**src/rtl/vc_pop_arbiter_if.sv**
```systemverilog
// Pop-scheduler bundle: VC FIFO heads, destination flags,
// pop strobes and the registered demux word.
interface vc_pop_arbiter_if #(
  parameter int DATA_W = 6
) ();
  logic              init;
  logic              VC0_empty;
  logic              VC1_empty;
  logic [DATA_W-1:0] VC0_data_out;
  logic [DATA_W-1:0] VC1_data_out;
  logic              D0_almost_full;
  logic              D1_almost_full;
  logic              VC0_rd;
  logic              VC1_rd;
  logic [DATA_W-1:0] demux_dest_in;
  logic              demux_dest_valid_in;
  logic              idle;
  logic [1:0]        state;

  modport master (
    input  init,
    input  VC0_empty,
    input  VC1_empty,
    input  VC0_data_out,
    input  VC1_data_out,
    input  D0_almost_full,
    input  D1_almost_full,
    output VC0_rd,
    output VC1_rd,
    output demux_dest_in,
    output demux_dest_valid_in,
    output idle,
    output state
  );

  modport slave (
    output init,
    output VC0_empty,
    output VC1_empty,
    output VC0_data_out,
    output VC1_data_out,
    output D0_almost_full,
    output D1_almost_full,
    input  VC0_rd,
    input  VC1_rd,
    input  demux_dest_in,
    input  demux_dest_valid_in,
    input  idle,
    input  state
  );
endinterface

```
**src/rtl/vc_pop_arbiter.sv**
```systemverilog
// VC pop scheduler: VC0 strict priority with a VC1 starvation
// guard, blocked on destination almost-full, registered output.
module vc_pop_arbiter #(
  parameter int DATA_W     = 6,
  parameter int STARVE_MAX = 4,
  parameter int CNT_W      = 3
) (
  input  logic             clk,
  input  logic             reset_L,
  vc_pop_arbiter_if.master bus
);
  localparam logic [1:0] ST_RESET  = 2'b00;
  localparam logic [1:0] ST_INIT   = 2'b01;
  localparam logic [1:0] ST_IDLE   = 2'b10;
  localparam logic [1:0] ST_ACTIVE = 2'b11;

  localparam logic [CNT_W-1:0] CNT_MAX =
    CNT_W'(STARVE_MAX);

  logic [1:0]        state_q, state_d;
  logic [CNT_W-1:0]  cnt_q, cnt_d;
  logic [DATA_W-1:0] data_q, data_d;
  logic              valid_q, valid_d;
  logic              idle_q, idle_d;
  logic              run, go, starved;
  logic              grant0, grant1;

  assign run = (state_q == ST_IDLE) ||
               (state_q == ST_ACTIVE);

  // reset_L gates rd so strobes drop the instant reset falls
  assign go = reset_L & run & ~bus.init &
              ~bus.D0_almost_full &
              ~bus.D1_almost_full;

  assign starved = ~bus.VC1_empty & (cnt_q >= CNT_MAX);
  assign grant1  = go & ~bus.VC1_empty &
                   (starved | bus.VC0_empty);
  assign grant0  = go & ~bus.VC0_empty & ~starved;

  always_comb begin
    state_d = state_q;
    unique case (state_q)
      ST_RESET: state_d = ST_INIT;
      ST_INIT:  state_d = bus.init ? ST_INIT : ST_IDLE;
      ST_IDLE: begin
        if (bus.init)
          state_d = ST_INIT;
        else if (!bus.VC0_empty || !bus.VC1_empty)
          state_d = ST_ACTIVE;
      end
      ST_ACTIVE: begin
        if (bus.init)
          state_d = ST_INIT;
        else if (bus.VC0_empty && bus.VC1_empty)
          state_d = ST_IDLE;
      end
      default: state_d = ST_RESET;
    endcase
  end

  always_comb begin
    cnt_d = cnt_q;
    if (!run || bus.init || grant1 || bus.VC1_empty)
      cnt_d = '0;
    else if (grant0 && cnt_q < CNT_MAX)
      cnt_d = cnt_q + CNT_W'(1);
  end

  always_comb begin
    data_d  = '0;
    valid_d = 1'b0;
    unique case (1'b1)
      grant0: begin
        data_d  = bus.VC0_data_out;
        valid_d = 1'b1;
      end
      grant1: begin
        data_d  = bus.VC1_data_out;
        valid_d = 1'b1;
      end
      default: ;
    endcase
  end

  assign idle_d = (state_d == ST_IDLE);

  always_ff @(posedge clk or negedge reset_L) begin
    if (!reset_L) begin
      state_q <= ST_RESET;
      cnt_q   <= '0;
      data_q  <= '0;
      valid_q <= 1'b0;
      idle_q  <= 1'b0;
    end else begin
      state_q <= state_d;
      cnt_q   <= cnt_d;
      data_q  <= data_d;
      valid_q <= valid_d;
      idle_q  <= idle_d;
    end
  end

  assign bus.VC0_rd              = grant0;
  assign bus.VC1_rd              = grant1;
  assign bus.demux_dest_in       = data_q;
  assign bus.demux_dest_valid_in = valid_q;
  assign bus.idle                = idle_q;
  assign bus.state               = state_q;
endmodule

```
**src/flat_wrapper.sv**
```systemverilog
// flat-port wrapper written by rule: the top's interface ports become plain ports
module vc_pop_arbiter_flat 
#(
  parameter int DATA_W     = 6,
  parameter int STARVE_MAX = 4,
  parameter int CNT_W      = 3
)
  (clk, reset_L, bus_init, bus_VC0_empty, bus_VC1_empty, bus_VC0_data_out, bus_VC1_data_out, bus_D0_almost_full, bus_D1_almost_full, bus_VC0_rd, bus_VC1_rd, bus_demux_dest_in, bus_demux_dest_valid_in, bus_idle, bus_state);
  vc_pop_arbiter_if #(.DATA_W(DATA_W)) bus_i ();
  input  logic clk;
  input  logic reset_L;
  input wire logic [$bits(bus_i.init)-1:0] bus_init;
  input wire logic [$bits(bus_i.VC0_empty)-1:0] bus_VC0_empty;
  input wire logic [$bits(bus_i.VC1_empty)-1:0] bus_VC1_empty;
  input wire logic [$bits(bus_i.VC0_data_out)-1:0] bus_VC0_data_out;
  input wire logic [$bits(bus_i.VC1_data_out)-1:0] bus_VC1_data_out;
  input wire logic [$bits(bus_i.D0_almost_full)-1:0] bus_D0_almost_full;
  input wire logic [$bits(bus_i.D1_almost_full)-1:0] bus_D1_almost_full;
  output wire logic [$bits(bus_i.VC0_rd)-1:0] bus_VC0_rd;
  output wire logic [$bits(bus_i.VC1_rd)-1:0] bus_VC1_rd;
  output wire logic [$bits(bus_i.demux_dest_in)-1:0] bus_demux_dest_in;
  output wire logic [$bits(bus_i.demux_dest_valid_in)-1:0] bus_demux_dest_valid_in;
  output wire logic [$bits(bus_i.idle)-1:0] bus_idle;
  output wire logic [$bits(bus_i.state)-1:0] bus_state;
  assign bus_i.init = bus_init;
  assign bus_i.VC0_empty = bus_VC0_empty;
  assign bus_i.VC1_empty = bus_VC1_empty;
  assign bus_i.VC0_data_out = bus_VC0_data_out;
  assign bus_i.VC1_data_out = bus_VC1_data_out;
  assign bus_i.D0_almost_full = bus_D0_almost_full;
  assign bus_i.D1_almost_full = bus_D1_almost_full;
  assign bus_VC0_rd = bus_i.VC0_rd;
  assign bus_VC1_rd = bus_i.VC1_rd;
  assign bus_demux_dest_in = bus_i.demux_dest_in;
  assign bus_demux_dest_valid_in = bus_i.demux_dest_valid_in;
  assign bus_idle = bus_i.idle;
  assign bus_state = bus_i.state;
  vc_pop_arbiter #(.DATA_W(DATA_W), .STARVE_MAX(STARVE_MAX), .CNT_W(CNT_W)) u_core (.clk(clk), .reset_L(reset_L), .bus(bus_i));
endmodule
```
**config.mk**
```make
export PLATFORM = sky130hd
export DESIGN_NAME = vc_pop_arbiter_flat
export DESIGN_NICKNAME = d
export VERILOG_FILES = /design/src/rtl/vc_pop_arbiter_if.sv /design/src/rtl/vc_pop_arbiter.sv /design/src/flat_wrapper.sv
export SDC_FILE = /design/constraint.sdc
export NUM_CORES = 1
export LEC_CHECK = 0
export BUFFER_PORTS_ARGS = -buffer_cell sky130_fd_sc_hd__buf_2
export CORE_MARGIN = 10
export CORE_UTILIZATION = 30
export CTS_CLUSTER_DIAMETER = 60
export DETAILED_ROUTE_END_ITERATION = 10
export SLEW_MARGIN = 20
export SYNTH_ARGS = -nofsm -noshare
export SYNTH_HDL_FRONTEND = slang
export SYNTH_SLANG_ARGS = --single-unit
```
**constraint.sdc**
```tcl
create_clock -name clk -period 1.58 [get_ports clk]
set_input_delay 0.158 -clock clk [delete_from_list [all_inputs] [get_ports clk]]
set_output_delay 0.158 -clock clk [all_outputs]
set_load 0.01 [all_outputs]
```
# --- After elaboration in Yosys (flattened, before gate mapping) ---
# Cells that the tools add are included.
op_classes:
  mul: 0
  muxes: 10
  bitwise: 16
  add_sub_neg: 1
  shift: 0
  n_reduce_logical: 13
  div_mod_pow: 0
  eq_ne: 4
  magnitude_cmp: 2
op_table:
  columns: ["op", "n"]
  rows:
  - ["$pmux 6 s2", 1]
  - ["$mux 2", 5]
  - ["$and 1x1->1", 9]
  - ["$pmux 2 s4", 1]
  - ["$eq 2x2->1 const B", 3]
  - ["$mux 3", 2]
  - ["$not 1->1", 6]
  - ["$logic_or 1x1->1", 5]
  - ["$add 3x1->3 const B", 1]
  - ["$ge 3x3->1 const B", 1]
  - ["$logic_not 1->1", 3]
  - ["$lt 3x3->1 const B", 1]
  - ["$eq 2x1->1 const B", 1]
  - ["$logic_and 1x1->1", 2]
  - ["$logic_not 2->1", 1]
  - ["$reduce_bool 2->1", 1]
  - ["$reduce_or 2->1", 1]
  - ["$mux 1", 1]
  - ["$or 1x1->1", 1]
word_totals:
  elab_cells: 51
  regBits: 13
  mem_bits_rw: 0
  n_memories: 0
  in_bits: 19
  rom_bits: 0
  latchBits: 0
  out_inout_bits: 12

# --- Longest topological paths before layout ---
logic_depth:
  depth_word: 11
  ltp_mapped: 4
  depth_no_buf: 4

# --- Least setup slack after synthesis ---
# Ideal clock, no wire load.
synth_path:
  path_kind: "register -> output"
  from: "register u_core.state_q[1], in the netlist u_core.bus.state[1]"
  to: "output port bus_VC1_rd"
  slack_ns: 0.123
  t_arrival_ns: 1.299
  required_ns: 1.422
  path_stages_with_launch: 5
  path_buffers: 1
  cell_sequence: "dfrtp_1 > nor4b_4 > nand2_2 > buf_6 > nor3b_1"
synth_between:
  elab_chain_len: 8
  word_cells_on_any_way: 9
  cone_classes: "eq/ne (2); bitwise (6); reduce/logical (1)"
synth_rtl:
  columns: ["element", "line_no", "text"]
  rows:
  - ["from (decl)", "vc_pop_arbiter.sv:20", "logic [1:0] state_q, state_d;"]
  - ["from (signal assigned)", "vc_pop_arbiter.sv:96", "state_q <= state_d;"]
  - ["$eq 2x2->1 (on tied branches)", "vc_pop_arbiter.sv:28, vc_pop_arbiter.sv:29", null]
  - ["$logic_or 1x1->1 *", "vc_pop_arbiter.sv:28", "assign run = (state_q == ST_IDLE) ||"]
  - ["$and 1x1->1 * (3 in a row)", "vc_pop_arbiter.sv:32", "assign go = reset_L & run & ~bus.init &"]
  - ["$and 1x1->1 *", "vc_pop_arbiter.sv:33", "~bus.D0_almost_full &"]
  - ["$and 1x1->1 * (2 in a row)", "vc_pop_arbiter.sv:37", "assign grant1 = go & ~bus.VC1_empty &"]
  - ["to (decl)", "flat_wrapper.sv:20", "output wire logic [$bits(bus_i.VC1_rd)-1:0] bus_VC1_rd;"]
# Mark *: on every way between the ends. The rest lies on a longest branch, timed or not.

# --- Worst setup path in the final report ---
layout_path:
  from: "register u_core.cnt_q[0]"
  to: "register u_core.cnt_q[1]"
layout_between:
  elab_chain_len: 7
  word_cells_on_any_way: 14
  cone_classes: "add/sub (1); order compare (2); mux (2); bitwise (5); reduce/logical (4)"
layout_rtl:
  columns: ["element", "line_no", "text"]
  rows:
  - ["from (decl)", "vc_pop_arbiter.sv:21", "logic [CNT_W-1:0] cnt_q, cnt_d;"]
  - ["from (signal assigned)", "vc_pop_arbiter.sv:97", "cnt_q <= cnt_d;"]
  - ["$ge 3x3->1", "vc_pop_arbiter.sv:36", "assign starved = ~bus.VC1_empty & (cnt_q >= CNT_MAX);"]
  - ["$and 1x1->1", "vc_pop_arbiter.sv:36", null]
  - ["$or 1x1->1", "vc_pop_arbiter.sv:38", "(starved | bus.VC0_empty);"]
  - ["$and 1x1->1", "vc_pop_arbiter.sv:37", null]
  - ["$logic_or 1x1->1 (2 in a row)", "vc_pop_arbiter.sv:64", "if (!run || bus.init || grant1 || bus.VC1_empty)"]
  - ["$mux 3 / $reduce_bool 2->1 (equally long branches)", null, null]
# Parallel ways exist; a longest one is shown, timed or not. The select of a mux whose other input is x is not followed.
# A chain may end at the register's enable or synchronous reset.

==> metrics.yaml <==
min_path:
  min_path_type: "in2reg"
  hold_start: "bus_VC0_data_out[3]"
  worstHoldPathCells: 3
  hold_end: "u_core.bus.demux_dest_in[3]$_DFF_PN0_"
final_layout:
  drive_gt1_frac: 0.460
  final.fill_count: 234
  final_core_util: 0.423
  nets: 121
  instances_no_fill: 128
  diodes: 0
  syn2layout_area_growth_pct: 37.5
logic_synthesis:
  ys.flop_type: "dfrtp_1"
  synthAdderAreaFrac: 0.0187
  synthXorXnorAreaFrac: 0
  synthMuxAreaShare: 0
  yosysSeqAreaShare: 0.487
  syn_inst: 63
  synth.most_common_cell: "dfrtp_1"
  yosys-top-cells-area: "dfrtp_1 49%, o211ai_1 13%, a21oi_1 6.0%"
  syn-cell-area_um2: 668
  yosys.area_share.simple: 0.178
  synth_edf_count: 0
  synthesis.nets: 83
  synth_top_family_by_area: "compound AO/OA/AOI/OAI gates"
  async_reset_ff_frac: 1.00
  ys_warn_count: 0
  yosysUniqueCellTypes: 22
  synth_top_area_share: 0.487
  netlist_top_cells_count: "13 x dfrtp_1, 12 x o211ai_1, 8 x a21oi_1, 4 x nand2_1"
  avgSynthCellArea_um2: 10.6
  post-synth-top-area-cell: "dfrtp_1"
  ys_ff_latch: 13
  synth_compound_area_frac: 0.255
clock_tree:
  numCtsBuffers: 3
  clkSinkCount: 13
  htreeDepth: 1
  cts-root-buf: "clkbuf_4"
  clkLatencyLatePin_ps: 280
  clk_pin_slew_ps: 80
  cts_max_path_buffers: 2
  cts_tree: "done"
floorplan:
  core_um2: 2170
  fp-row-count: 17
  initial_core_util: 0.308
  die_w_um: 67.2
  die_h_um: 67.2
  ios: 31
  die_area_um2: 4510
worst_setup_path:
  cpLargestDelayFamily: "simple AND/OR/NAND/NOR gates"
  worstPathCellList: "ha_1, and4bb_2, and4_2, a41o_1"
  r2r_slack_ps: 140
  reg2reg_from: "u_core.cnt_q[0]$_DFFE_PN0P_"
  ff2ff_path_depth: 4
  critPathKind: "reg2reg"
  cp-end-kind: "flip-flop"
  reg2reg_to: "u_core.cnt_q[1]$_DFFE_PN0P_"
  cp-start-kind: "flip-flop"
  arrival_ps: 1620
  crit_required_ps: 1750
  crit_fanout: 3
  crit_slowest_cell: "dfrtp_1"
  cp_num_buf_inv: 0
  max_stage_delay_ps: 410
routing:
  ant_nets: 0
  drc: 0
  num_vias: 639
  vias_per_cell: 4.99
  drt_iter0_markers: 15
  drt_wl_total_um: 1840
  firstDrtPassIters: 2
  wire_per_inst_um: 14.4
power:
  pwr-share-seq: 0.525
  switchingPower_mw: 0.169
  power_leakage_nw: 0.477
  p_per_area_nw_per_um2: 711
  peakVddDrop_uv: 343
  p_total_mw: 0.653
  power_frac_clock: 0.317
  p_comb_frac: 0.158
  swShare: 0.258
  p_int_mw: 0.484
timing:
  timing.fmax_ghz: 0.693
  fin_crit_sh: 0.913
  rsz0062_at_grt: "no"
  period_minus_slack_ps: 1440
  timing.slew.headroom: 0.813
  hold_viol: 0
  fin_skew_ps: 6.88
  tightest_slew_ps: 280
  finalSetupViolCount: 0
  drv_slew: 0
  fin_tns_setup_ps: 0
global_route:
  grt_first_pass_wirelength_um: 3170
  grt_overflow: 0
  grt_pass1_vias: 675
  grtUsageTotal: 0.0909
  grt_start_max_net_pins: 14
  antenna_found_initial: 0
placed_design:
  dp.cells: 121
  io_buffers: 30
  dp_hpwl_um: 1430
  place.gp.congestion: 0.728
run_status:
  outcome: "complete, no violations"
flow_run:
  drv_cap: 0
sequential cells by signal (all words and copies together) (netlist names):
register and cells:
u_core.bus.demux_dest_in 6, u_core.bus.state 2, u_core.bus.idle 1, u_core.cnt_q 3, u_core.bus.demux_dest_valid_in 1
placed cells by master (no fill, tap or decap), drive strengths merged:
cell         count
nor3b            1
o211ai          12
a31oi            1
a21oi            8
dlygate4sd3      1
dfrtp           13
nand2            5
and4bb           1
and4             2
a311oi           1
nor4b            2
buf             36
nor2             3
clkbuf           4
or2              1
inv              3
a41o             2
clkinv           1
and2b            1
ha               1
o21ai            1
per-layer routing:
layer  share of wire  wire length (um)  vias up  track usage
met1            0.42               775      299        0.104
met2            0.47               860       23        0.140
met5               0                 0        -            0
met3           0.096               177        4       0.0430
met4           0.015                27        0       0.0462
li1                -                 -      313            -
worst register-to-register path, cell delays in order, from the launching register on:
cell,delay (ps)
dfrtp_1,410
ha_1,300
and4bb_2,210
and4_2,220
a41o_1,190
how the worst max path moves through the flow:
stage | to | depth (start not counted) | start | slack (ps)
after detailed placement | u_core.cnt_q[1]$_DFFE_PN0P_ | 4 | u_core.cnt_q[0]$_DFFE_PN0P_ | 180
after floorplan | bus_VC1_rd | 4 | u_core.bus.state[1]$_DFF_PN0_ | 120
after global placement | u_core.cnt_q[1]$_DFFE_PN0P_ | 4 | u_core.cnt_q[0]$_DFFE_PN0P_ | 190
final | u_core.cnt_q[1]$_DFFE_PN0P_ | 4 | u_core.cnt_q[0]$_DFFE_PN0P_ | 140
after CTS | bus_VC1_rd | 4 | u_core.cnt_q[2]$_DFFE_PN0P_ | 7
after global routing | bus_VC1_rd | 4 | u_core.bus.state[1]$_DFF_PN0_ | 5
metrics by stage:
stage	cell area, um2	setup WS, ps	hold slack (ps)
CTS	898	7.06	131
finish	918	137	134
global route	918	5.13	116
floorplan	668	123	-138
detailed placement	857	180	-2.74
global placement	857	187	-6.36
timing repair:
action / in CTS / in global routing
setup buffers: 0 / 2
hold buffers: 1 / 0
endpoints found under the setup margin: 1 / 1
hold endpoints to repair: 13 / 0
pin swaps: 1 / 1
gates resized for setup: 1 / 2
kinds of logic after synthesis:
kind of cell	count (synthesis)
AO/OA/AOI/OAI	25
flip-flops	13
buffers and inverters	8
adder cells (fa/ha/maj)	1
AND/OR/NAND/NOR	16
power by group through the flow:
stage / combinational [mW] / sequential (mW) / clock, mW
final: 0.103 / 0.343 / 0.207
after global routing: 0.118 / 0.344 / 0.244
after CTS: 0.103 / 0.343 / 0.217
after detailed placement: 0.100 / 0.350 / 0
after global placement: 0.0993 / 0.350 / 0
after floorplan: 0.0391 / 0.356 / 0
cell type report:
cell class | instances | area (um2) | area share
inverters | 4 | 15.0 | 0.0163
clock buffers | 4 | 26.3 | 0.0286
multi-input cells | 42 | 312 | 0.339
repair buffers | 37 | 205 | 0.223
well taps | 28 | 35.0 | 0.0381
flip-flops and latches | 13 | 325 | 0.354
Power figures use the tool's default switching activity.
